==> config.mk <==
export PLATFORM = sky130hd
export DESIGN_NAME = muldiv_sched
export DESIGN_NICKNAME = d
export VERILOG_FILES = /design/src/rtl/muldiv_sched.sv
export SDC_FILE = /design/constraint.sdc
export NUM_CORES = 1
export LEC_CHECK = 0
export CAP_MARGIN = 15
export CORE_AREA = 2 2 250 252
export CTS_CLUSTER_SIZE = 28
export DETAILED_ROUTE_END_ITERATION = 8
export DIE_AREA = 0 0 252 254
export PLACE_DENSITY_LB_ADDON = 0.15
export SLEW_MARGIN = 5
export SYNTH_ARGS = -nofsm -noshare
export SYNTH_HDL_FRONTEND = slang
export SYNTH_SLANG_ARGS = --single-unit
==> constraint.sdc <==
create_clock -name clk -period 13.1 [get_ports clk]
set_input_delay 2.62 -clock clk [delete_from_list [all_inputs] [get_ports clk]]
set_output_delay 2.62 -clock clk [all_outputs]
set_load 0.02 [all_outputs]
==> src/rtl/muldiv_sched.sv <==
// Round-robin scheduler sharing one multi-cycle mul/div unit between two requesters.
// Latches operands, pulses the unit, and returns the result over a valid/ready channel.
module muldiv_sched #(
  parameter int unsigned XLEN = 64,
  parameter int unsigned OPW  = 5,
  parameter int unsigned CNTW = 32
) (
  input  logic            clk,
  input  logic            rst,
  input  logic            req0_valid,
  output logic            req0_ready,
  input  logic [OPW-1:0]  req0_op,
  input  logic [XLEN-1:0] req0_a,
  input  logic [XLEN-1:0] req0_b,
  input  logic            req1_valid,
  output logic            req1_ready,
  input  logic [OPW-1:0]  req1_op,
  input  logic [XLEN-1:0] req1_a,
  input  logic [XLEN-1:0] req1_b,
  input  logic            flush0,
  input  logic            flush1,
  output logic            resp0_valid,
  input  logic            resp0_ready,
  output logic [XLEN-1:0] resp0_data,
  output logic            resp1_valid,
  input  logic            resp1_ready,
  output logic [XLEN-1:0] resp1_data,
  output logic            unit_valid,
  output logic [OPW-1:0]  unit_op,
  output logic [XLEN-1:0] unit_a,
  output logic [XLEN-1:0] unit_b,
  input  logic            unit_data_ok,
  input  logic [XLEN-1:0] unit_res,
  output logic            busy,
  output logic [CNTW-1:0] busy_cycles
);

  localparam logic [2:0] StIdle  = 3'd0;
  localparam logic [2:0] StIssue = 3'd1;
  localparam logic [2:0] StWait  = 3'd2;
  localparam logic [2:0] StResp  = 3'd3;
  localparam logic [2:0] StDrain = 3'd4;

  localparam logic [CNTW-1:0] CntOne = {{(CNTW-1){1'b0}}, 1'b1};

  logic [2:0]      state_q, state_d;
  logic            owner_q, owner_d;
  logic            last_grant_q, last_grant_d;
  logic [OPW-1:0]  op_q, op_d;
  logic [XLEN-1:0] a_q, a_d;
  logic [XLEN-1:0] b_q, b_d;
  logic [XLEN-1:0] res_q, res_d;
  logic [CNTW-1:0] cnt_q, cnt_d;

  logic v0, v1, gnt1, idle, flush_own, resp_ok, resp_take;

  always_comb begin
    v0        = req0_valid & ~flush0;
    v1        = req1_valid & ~flush1;
    // On a tie, port 1 wins only if port 0 was granted last.
    gnt1      = v1 & (~v0 | ~last_grant_q);
    idle      = (state_q == StIdle);
    req0_ready = idle & v0 & ~gnt1;
    req1_ready = idle & gnt1;
    flush_own = owner_q ? flush1 : flush0;
    resp_ok   = (state_q == StResp) & ~flush_own;
    resp0_valid = resp_ok & ~owner_q;
    resp1_valid = resp_ok & owner_q;
    resp_take = owner_q ? resp1_ready : resp0_ready;
    resp0_data = res_q;
    resp1_data = res_q;
    unit_valid = (state_q == StIssue);
    unit_op    = op_q;
    unit_a     = a_q;
    unit_b     = b_q;
    busy       = ~idle;
    busy_cycles = cnt_q;
  end

  always_comb begin
    state_d      = state_q;
    owner_d      = owner_q;
    last_grant_d = last_grant_q;
    op_d         = op_q;
    a_d          = a_q;
    b_d          = b_q;
    res_d        = res_q;
    unique case (state_q)
      StIdle: begin
        if (req0_ready | req1_ready) begin
          owner_d      = gnt1;
          last_grant_d = gnt1;
          op_d         = gnt1 ? req1_op : req0_op;
          a_d          = gnt1 ? req1_a : req0_a;
          b_d          = gnt1 ? req1_b : req0_b;
          state_d      = StIssue;
        end
      end
      StIssue: state_d = flush_own ? StDrain : StWait;
      StWait: begin
        if (unit_data_ok) begin
          if (flush_own) begin
            state_d = StIdle;
          end else begin
            res_d   = unit_res;
            state_d = StResp;
          end
        end else if (flush_own) begin
          state_d = StDrain;
        end
      end
      StResp: begin
        if (flush_own | resp_take) state_d = StIdle;
      end
      // The unit cannot be aborted; swallow its eventual result.
      StDrain: begin
        if (unit_data_ok) state_d = StIdle;
      end
      default: state_d = StIdle;
    endcase
  end

  always_comb begin
    cnt_d = cnt_q;
    if (busy && (cnt_q != {CNTW{1'b1}})) cnt_d = cnt_q + CntOne;
  end

  always_ff @(posedge clk or posedge rst) begin
    if (rst) begin
      state_q      <= StIdle;
      owner_q      <= 1'b0;
      last_grant_q <= 1'b1;
      op_q         <= '0;
      a_q          <= '0;
      b_q          <= '0;
      res_q        <= '0;
      cnt_q        <= '0;
    end else begin
      state_q      <= state_d;
      owner_q      <= owner_d;
      last_grant_q <= last_grant_d;
      op_q         <= op_d;
      a_q          <= a_d;
      b_q          <= b_d;
      res_q        <= res_d;
      cnt_q        <= cnt_d;
    end
  end

endmodule

**Word-level counts from Yosys, hierarchy flattened**

Cells that the tools add are included.

- Equality and inequality tests: 9
- Add/subtract/negate cells: 1
- Muxes and demuxes: 13
- Bitwise gates (word level): 20
- Reductions and logical operators: 5

Operator list:

| operator | number |
|---|---|
| 64-bit two-way mux | 2 |
| 32-bit by 1-bit adder with 32-bit output, second input constant | 1 |
| 32-bit != test, second input constant | 1 |
| 3-bit two-way mux | 6 |
| 3-bit case mux with 5 select lines | 1 |
| 1-bit bitwise AND | 9 |
| 1-bit inverter | 8 |
| 3-bit by 2-bit == test with 1-bit output, second input constant | 2 |
| 5-bit two-way mux | 1 |
| 2-bit by 1-bit != test with 1-bit output, second input constant | 2 |
| 4-bit AND reduction | 1 |
| 3-bit by 1-bit == test with 1-bit output, second input constant | 1 |
| 3-bit == test, second input constant | 1 |
| 3-bit logical NOT | 1 |
| 3-bit != test, second input constant | 1 |
| 1-bit bitwise OR | 3 |
| 3-bit AND reduction | 1 |
| 1-bit two-way mux | 2 |
| 2-bit two-way mux | 1 |
| 2-bit != test, second input constant | 1 |
| 2-bit AND reduction | 1 |
| 1-bit logical AND | 1 |

- Logic and storage cells: 56
- Register bits: 234
- Output and inout port bits: 299
- Bits of input ports: 339

**Depth between registers and ports, before layout**

Gate-level depths: netlist (run 1).

- Word-level depth: 10
- Gate-level depth with buffers: 9
- Gate-level depth less buffers: 6

**Worst setup path before layout (run 1)**

No wires, ideal clock.

- Path type: in2out
- Start: input flush0
- End: output req0_ready
- Path buffers: 3
- Setup slack: 6718 ps
- Required time: 10480 ps
- Arrival time: 3762 ps
- Stages on the path: 6
- Path through: and2b_1 -> a21oi_1 -> buf_4 -> buf_4 -> buf_4 -> nor2_1

- Word-level cells in the longest chain between the ends: 7
- Elaborated cells between the ends (all ways): 8
- Those cells by class: bitwise: 8

RTL lines:

| what | line | RTL |
|---|---|---|
| start: declaration | 20 | `input logic flush0,` |
| 1-bit inverter (*) | 58 | `v0 = req0_valid & ~flush0;` |
| 1-bit bitwise AND (*) | 58 |  |
| 1-bit inverter | 61 | `gnt1 = v1 & (~v0 \| ~last_grant_q);` |
| 1-bit bitwise OR | 61 |  |
| 1-bit bitwise AND | 61 |  |
| 1-bit inverter | 63 | `req0_ready = idle & v0 & ~gnt1;` |
| 1-bit bitwise AND (*) | 63 |  |
| end: declaration | 11 | `output logic req0_ready,` |

Mark *: on every way between the ends. The rest lies on a longest branch, timed or not.

**Worst setup path in the final report (run 1)**

- Start: input flush0
- End: output req1_ready

- Word-level cells in the longest chain between the ends: 6

RTL lines:

| what | line | RTL |
|---|---|---|
| 1-bit inverter | 58 |  |
| 1-bit bitwise AND | 58 |  |
| 1-bit inverter | 61 |  |
| 1-bit bitwise OR | 61 |  |
| 1-bit bitwise AND | 61 |  |
| 1-bit bitwise AND | 64 | `req1_ready = idle & gnt1;` |
| end: declaration | 16 | `output logic req1_ready,` |

Every way passes these cells.

==> flow_summary_export.csv, run 1 <==
group,metric,value,unit
synthesis,async_reset_ff_share,100,%
worst_hold_path,hold_class,"flop to flop",
cts,cts_root_buffer,"clkbuf_16",
cts,cts_made_buffers,31,
floorplanning,die_y,254,um
power,peakVddDrop,112,uV
global_routing,grt_pass1_vias,9179,
sta,hold_ws,0.474,ns
placed_design,gp_congestion,0.739,
detailed_routing,ant_nets,0,
sta,worst-slew-pin-transition,0.934,ns
setup_path,cp_max_fo,48,
floorplanning,io_pins,638,
synthesis,synth_edf_count,0,
setup_path,worstSetupEndpointType,"primary output",
sta,tns,0,ns
sta,fmax,120,MHz
sta,finalClockSkew,0.0150,ns
cts,path_clk_slew,0.05,ns
synthesis,yosysWarnings,0,
detailed_routing,avgViaCountPerCell,3.86,
cts,post-cts-setup-buffer-count,0,
final_layout,drive_above_1_share,9.05,%
synthesis,synthFlopType,"dfrtp_1",
placed_design,pre_cts_ws,4.61,ns
setup_path,worstPathArrival,5.72,ns
global_routing,grt_pass1_wl,61300,um
worst_hold_path,holdPathStages,2,
final_layout,fin_nets,1852,
floorplanning,dieArea,64000,sq um
worst_hold_path,hp-start,"unit_a[58]$_DFFE_PP0P_",
synthesis,syn_area,10900,sq um
sta,slew_headroom,37.5,%
setup_path,r2r_start,"last_grant_q$_DFFE_PP1P_",
synthesis,synth_seq_cells,234,
detailed_routing,drtIter0Drc,308,
placed_design,portBuffers,637,
detailed_routing,drt-wirelength-per-cell,18.8,um
global_routing,antenna_found_initial,3,
power,power_density,222,nW/um^2
sta,timing.final.crit_share,63.7,%
cts,cts.sinks,234,
global_routing,grt_overflow_total,0,
cts,clock_insertion_delay_worst_skew,0.57,ns
setup_path,r2r_cells,6,
floorplanning,coreArea,61300,sq um
setup_path,critPathKind,"input pin to primary output",
status,status,"complete, no violations",
floorplanning,die_w,252,um
setup_path,crit_path_start_kind,"input pin",
global_routing,grt_start_max_net_pins,237,
synthesis,synth-seq-area-share,53.8,%
worst_hold_path,min_to,"unit_a[58]$_DFFE_PP0P_",
cts,ctsResizeCount,0,
placed_design,dp_hpwl,33700,um
synthesis,syn_area_per_cell,11.4,sq um
setup_path,r2r_setup_slack,9.59,ns
sta,hold_viol,0,
power,p_leak,0.00760,uW
detailed_routing,num_vias,8984,
cts,hold_buffers,0,
sta,period_needed,8.34,ns
synthesis,synth_nets,1291,
flow_run,cap_violations,0,
cts,cts_tree,"yes",
detailed_routing,drc,0,
setup_path,required,10.48,ns
sta,rsz0062_at_grt,"false",
sta,finalSetupViolCount,0,
final_layout,area_growth,70.5,%
synthesis,syn_inst,951,
global_routing,grt_usage,12.8,%
detailed_routing,first_pass_iters,4,
sta,maxSlewViolCount,0,
cts,ctsHtreeMaxLevel,1,
setup_path,rr_endpoint,"unit_a[60]$_DFFE_PP0P_",
sta,fin_ws,4.76,ns
detailed_routing,drt-total-wl,43600,um
floorplanning,fp-row-count,91,
floorplanning,start_util,17.8,%
cts,clk_path_buf_depth,3,
synthesis,yosysUniqueCellTypes,48,
[cells by family after synthesis]
family / synth area share (%)
AOI/OAI and AO/OA: 6.94
xor gates and xnor gates: 2.33
adders and majority gates: 0.115
buffers and inverters: 7.71
DFF: 53.8
muxes: 19.4
and+or+nand+nor: 9.71
[synthesized netlist by cell type, types with 4 or more instances]
library cell  instances  area [sq um]
dfrtp_1             233          5830
nand2_1             147           552
mux2i_1             136          1360
o21ai_0             103           515
buf_4                74           556
mux2_2               65           732
o21ai_1              31           155
buf_2                20           100
xnor2_1              20           175
nand3_1              14          70.1
clkbuf_1             12          45.0
nand4_1              12          75.1
nor2_1               12          45.0
buf_6                10           113
xor2_1                9          78.8
and3_1                5          31.3
inv_1                 5          18.8
nor3_1                5          25.0
nor3b_1               4          30.0
[cells in the final DEF, fill, tap and decap left out, types with 2 or more instances in the layout]
cell	Yosys	final
clkinv_2	0	5
o21ai_0	103	103
nand4_1	12	12
inv_1	5	4
clkbuf_8	0	9
clkdlybuf4s50_1	0	637
nor3b_1	4	4
and2_1	2	2
mux2_2	65	65
xnor2_1	20	20
xor2_1	9	9
a21o_1	2	2
bufinv_16	0	2
mux2i_1	136	136
nand2_1	147	147
and3_1	5	5
o21ai_1	31	31
buf_4	74	7
nor3_4	2	2
nand3_1	14	14
dfrtp_1	233	233
nor3_1	5	5
clkbuf_1	12	8
clkbuf_16	0	31
nor2_1	12	12
and4_1	2	2
[sequential cells by signal, indices dropped and copies added, names as in the netlist]
register      count
unit_a           64
unit_op           5
unit_b           64
owner_q           1
state_q           3
resp0_data       64
busy_cycles      32
last_grant_q      1
[metal layers]
| layer | vias to the layer above | track usage [%] | part of all wire (%) |
|---|---|---|---|
| met1 | 4253 | 14.0 | 38 |
| met4 | 6 | 2.62 | 1.8 |
| met2 | 323 | 23.7 | 52 |
| li1 | 4356 | - | - |
| met5 | - | 0 | 0.087 |
| met3 | 46 | 4.32 | 8.0 |
[report_power, final]
group | total (uW) | leakage (uW) | internal [uW] | switching, uW
Combinational | 2000 | 0.00415 | 962 | 1040
Sequential | 1260 | 0.00294 | 1030 | 226
Clock | 858 | 0.000508 | 522 | 336
Total | 4120 | 0.00760 | 2520 | 1600
[per-stage QoR]
stage / area, sq um / cells / total power (uW) / utilization [%]
final: 18600 / 2327 / 4120 / 30.3
after global routing: 18600 / 2326 / 4370 / 30.3
after CTS: 18600 / 2326 / 4220 / 30.3
after detailed placement: 17500 / 2269 / 3320 / 28.6
after global placement: 17500 / 2269 / 3300 / 28.6
after floorplan: 10900 / 951 / 2330 / -
[worst max-delay path by stage]
stage | from | endpoint | slack, ns | depth (start not counted)
5_1_grt | flush0 | req1_ready | 4.57 | 6
3_3_place_gp | flush0 | req1_ready | 4.63 | 6
4_1_cts | flush0 | req1_ready | 4.60 | 6
2_1_floorplan | rst | busy_cycles[0]$_DFFE_PP0P_ | 4.06 | 1
3_5_place_dp | flush0 | req1_ready | 4.61 | 6
6_report | flush0 | req1_ready | 4.76 | 6
[critical path, cell delays in order]
cell and delay (ns):
clkdlybuf4s50_1 0.56, and2b_1 0.34, a21oi_4 0.42, buf_4 0.73
and2_1 0.28, clkdlybuf4s50_1 0.76
[layout make-up]
cell class | instances | area [sq um]
fillers | 6376 | 42700
repair buffers | 645 | 6450
flip-flops and latches | 234 | 5860
multi-input cells | 595 | 4200
well taps | 790 | 988
clock buffers | 48 | 930
clock inverters | 9 | 101
inverters | 5 | 26.3
diodes | 1 | 2.50
Note: power is estimated with default switching activity, not from simulation.
==> inputs of run 2 (changes only) <==
--- a/config.mk
+++ b/config.mk
@@ -6,10 +6,10 @@
 export NUM_CORES = 1
 export LEC_CHECK = 0
 export CAP_MARGIN = 15
-export CORE_AREA = 2 2 250 252
+export CORE_AREA = 2 2 248 250
 export CTS_CLUSTER_SIZE = 28
 export DETAILED_ROUTE_END_ITERATION = 8
-export DIE_AREA = 0 0 252 254
+export DIE_AREA = 0 0 250 252
 export PLACE_DENSITY_LB_ADDON = 0.15
 export SLEW_MARGIN = 5
 export SYNTH_ARGS = -nofsm -noshare
==> constraint.sdc (replaced) <==
create_clock -name clk -period 6.7 [get_ports clk]
set_input_delay 1.34 -clock clk [delete_from_list [all_inputs] [get_ports clk]]
set_output_delay 1.34 -clock clk [all_outputs]
set_load 0.02 [all_outputs]
==> run 2 against run 1 <==
Hold slack worse by 0.0011 ns; sequential share of layout area hardly changed; final cell count is 0.34% lower; utilization is 0.60 points higher; sequential power is 94% higher; non-clock buffer count is 2 higher; die area is 1.6% lower; combinational power is 97% higher; clock power is 92% higher; register-to-register slack worse by 5.5 ns; routed wire length is 2.3% lower; count of clock-buffer cells in the layout is 3 lower.
==> flow_summary_export.csv, run 2 (synthesis results as in run 1) <==
group,metric,value,unit
cts,path_clk_slew,0.05,ns
setup_path,worstSetupEndpointType,"primary output",
power,power_density,433,nW/um^2
setup_path,cp_top_family,"buffers and inverters",
detailed_routing,drt-wirelength-per-cell,18.4,um
placed_design,portBuffers,637,
setup_path,r2r_setup_slack,4.14,ns
detailed_routing,first_pass_iters,4,
detailed_routing,ant_nets,0,
power,swShare,38.9,%
floorplanning,coreArea,60100,sq um
setup_path,cp_max_fo,5,
global_routing,grt_pass1_wl,61500,um
floorplanning,start_util,18.1,%
detailed_routing,drc,0,
placed_design,placed_area,17600,sq um
power,peakVddDrop,187,uV
floorplanning,fp-row-count,90,
final_layout,fin_nets,1854,
setup_path,rr_endpoint,"unit_a[29]$_DFFE_PP0P_",
final_layout,area_growth,70.6,%
cts,ctsHtreeMaxLevel,1,
sta,timing.final.crit_share,72.5,%
power,p_leak,0.00760,uW
sta,period_needed,4.86,ns
cts,cts_made_buffers,31,
flow_run,cap_violations,0,
cts,cts_tree,"yes",
cts,cts.sinks,234,
worst_hold_path,hold_class,"flop to flop",
final_layout,final_cell_mix,"clkdlybuf4s50_1 (637), dfrtp_1 (233), nand2_1 (147)",
sta,finalSetupViolCount,0,
sta,hold_viol,0,
sta,worst-slew-pin-transition,1.09,ns
cts,cts_root_buffer,"clkbuf_16",
floorplanning,io_pins,638,
global_routing,grt_start_max_net_pins,133,
worst_hold_path,min_to,"unit_b[7]$_DFFE_PP0P_",
power,clockPowerShare,20.5,%
power,seq_power_share,30.5,%
setup_path,r2r_start,"last_grant_q$_DFFE_PP1P_",
cts,ctsResizeCount,0,
setup_path,slowest_delay,0.73,ns
setup_path,r2r_cells,5,
final_layout,drive_above_1_share,9.05,%
sta,maxSlewViolCount,0,
sta,rsz0062_at_grt,"false",
setup_path,worstPathArrival,3.52,ns
global_routing,grt_pass1_vias,9199,
floorplanning,die_y,252,um
placed_design,pre_cts_ws,1.84,ns
floorplanning,die_w,250,um
sta,finalClockSkew,0.0129,ns
detailed_routing,drt-total-wl,42600,um
final_layout,final_common_cell,"clkdlybuf4s50_1",
global_routing,antenna_found_initial,2,
sta,slew_headroom,27.5,%
setup_path,required,5.36,ns
detailed_routing,avgViaCountPerCell,3.87,
power,intPower,4910,uW
sta,fin_ws,1.84,ns
detailed_routing,drtIter0Drc,276,
cts,clk_path_buf_depth,3,
sta,fmax,206,MHz
placed_design,gp_congestion,0.799,
cts,clock_insertion_delay_worst_skew,0.57,ns
global_routing,grt_usage,12.9,%
floorplanning,dieArea,63000,sq um
setup_path,crit_path_start_kind,"input pin",
setup_path,cp_num_buf_inv,2,
cts,hold_buffers,0,
power,pwr-share-comb,49.0,%
placed_design,dp_hpwl,32700,um
power,net-switching-power,3130,uW
setup_path,crit_top_cell,"clkdlybuf4s50_1",
cts,post-cts-setup-buffer-count,0,
final_layout,postLayoutCellArea,18600,sq um
setup_path,slowest_stage,"clkdlybuf4s50_1",
status,status,"complete, no violations",
setup_path,critPathKind,"input pin to primary output",
sta,tns,0,ns
worst_hold_path,hp-start,"unit_b[7]$_DFFE_PP0P_",
power,totalPowerFinal,8040,uW
setup_path,path_cells,"clkdlybuf4s50_1 -> and2b_1 -> a21oi_4 -> and2_1 -> clkdlybuf4s50_1",
sta,hold_ws,0.473,ns
global_routing,grt_overflow_total,0,
detailed_routing,num_vias,8980,
worst_hold_path,holdPathStages,2,
## run 2: cell types whose count changed in the layout (fill, tap and decap cells not counted), sizes merged
cell      change
clkbuf        -3
buf           +2
clkinvlp      +2
clkinv        -1
## run 2: stage by stage
stage / std cells / utilization, %
floorplan: 951 / -
global placement: 2263 / 29.2
detailed placement: 2263 / 29.2
CTS: 2318 / 30.9
global route: 2319 / 30.9
finish: 2319 / 30.9
## run 2: worst max-delay path by stage
stage / depth (start not counted) / to / slack [ns] / from
final: 5 / req1_ready / 1.84 / flush0
after global placement: 5 / req1_ready / 1.84 / flush0
after CTS: 5 / req1_ready / 1.82 / flush0
after detailed placement: 5 / req1_ready / 1.84 / flush0
after floorplan: 1 / busy_cycles[0]$_DFFE_PP0P_ / 2.30 / rst
after global routing: 5 / req1_ready / 1.75 / flush0
## run 2: tightest hold or removal path: cells and delay by family, from the launching register on
kind | cells | cell delay, ns
DFF | 1 | 0.34
and+or+nand+nor | 1 | 0.04
AOI/OAI and AO/OA | 1 | 0.06
## run 2: cell type report
| type | count | area (sq um) |
|---|---|---|
| tap | 782 | 978 |
| antenna | 1 | 2.50 |
| multi-input combinational | 595 | 4200 |
| inverter | 5 | 22.5 |
| timing repair buffer | 647 | 6510 |
| clock buffer | 45 | 888 |
| clock inverter | 10 | 109 |
| fill | 6295 | 41600 |
| sequential | 234 | 5860 |
## run 2: power groups by stage
| stage | Sequential (uW) | Combinational, uW | Clock [uW] |
|---|---|---|---|
| global placement | 2470 | 4010 | 0 |
| detailed placement | 2490 | 4010 | 0 |
| global route | 2550 | 4200 | 1790 |
| CTS | 2480 | 4010 | 1740 |
| floorplan | 3110 | 1450 | 0 |
| finish | 2450 | 3940 | 1650 |
## run 2: metal layers
layer,vias up,share of wire [%],GRT usage (%)
met5,-,0,0
met4,0,2.5,3.28
met3,47,7.0,3.46
met2,327,53,24.1
met1,4255,38,14.4
li1,4351,-,-
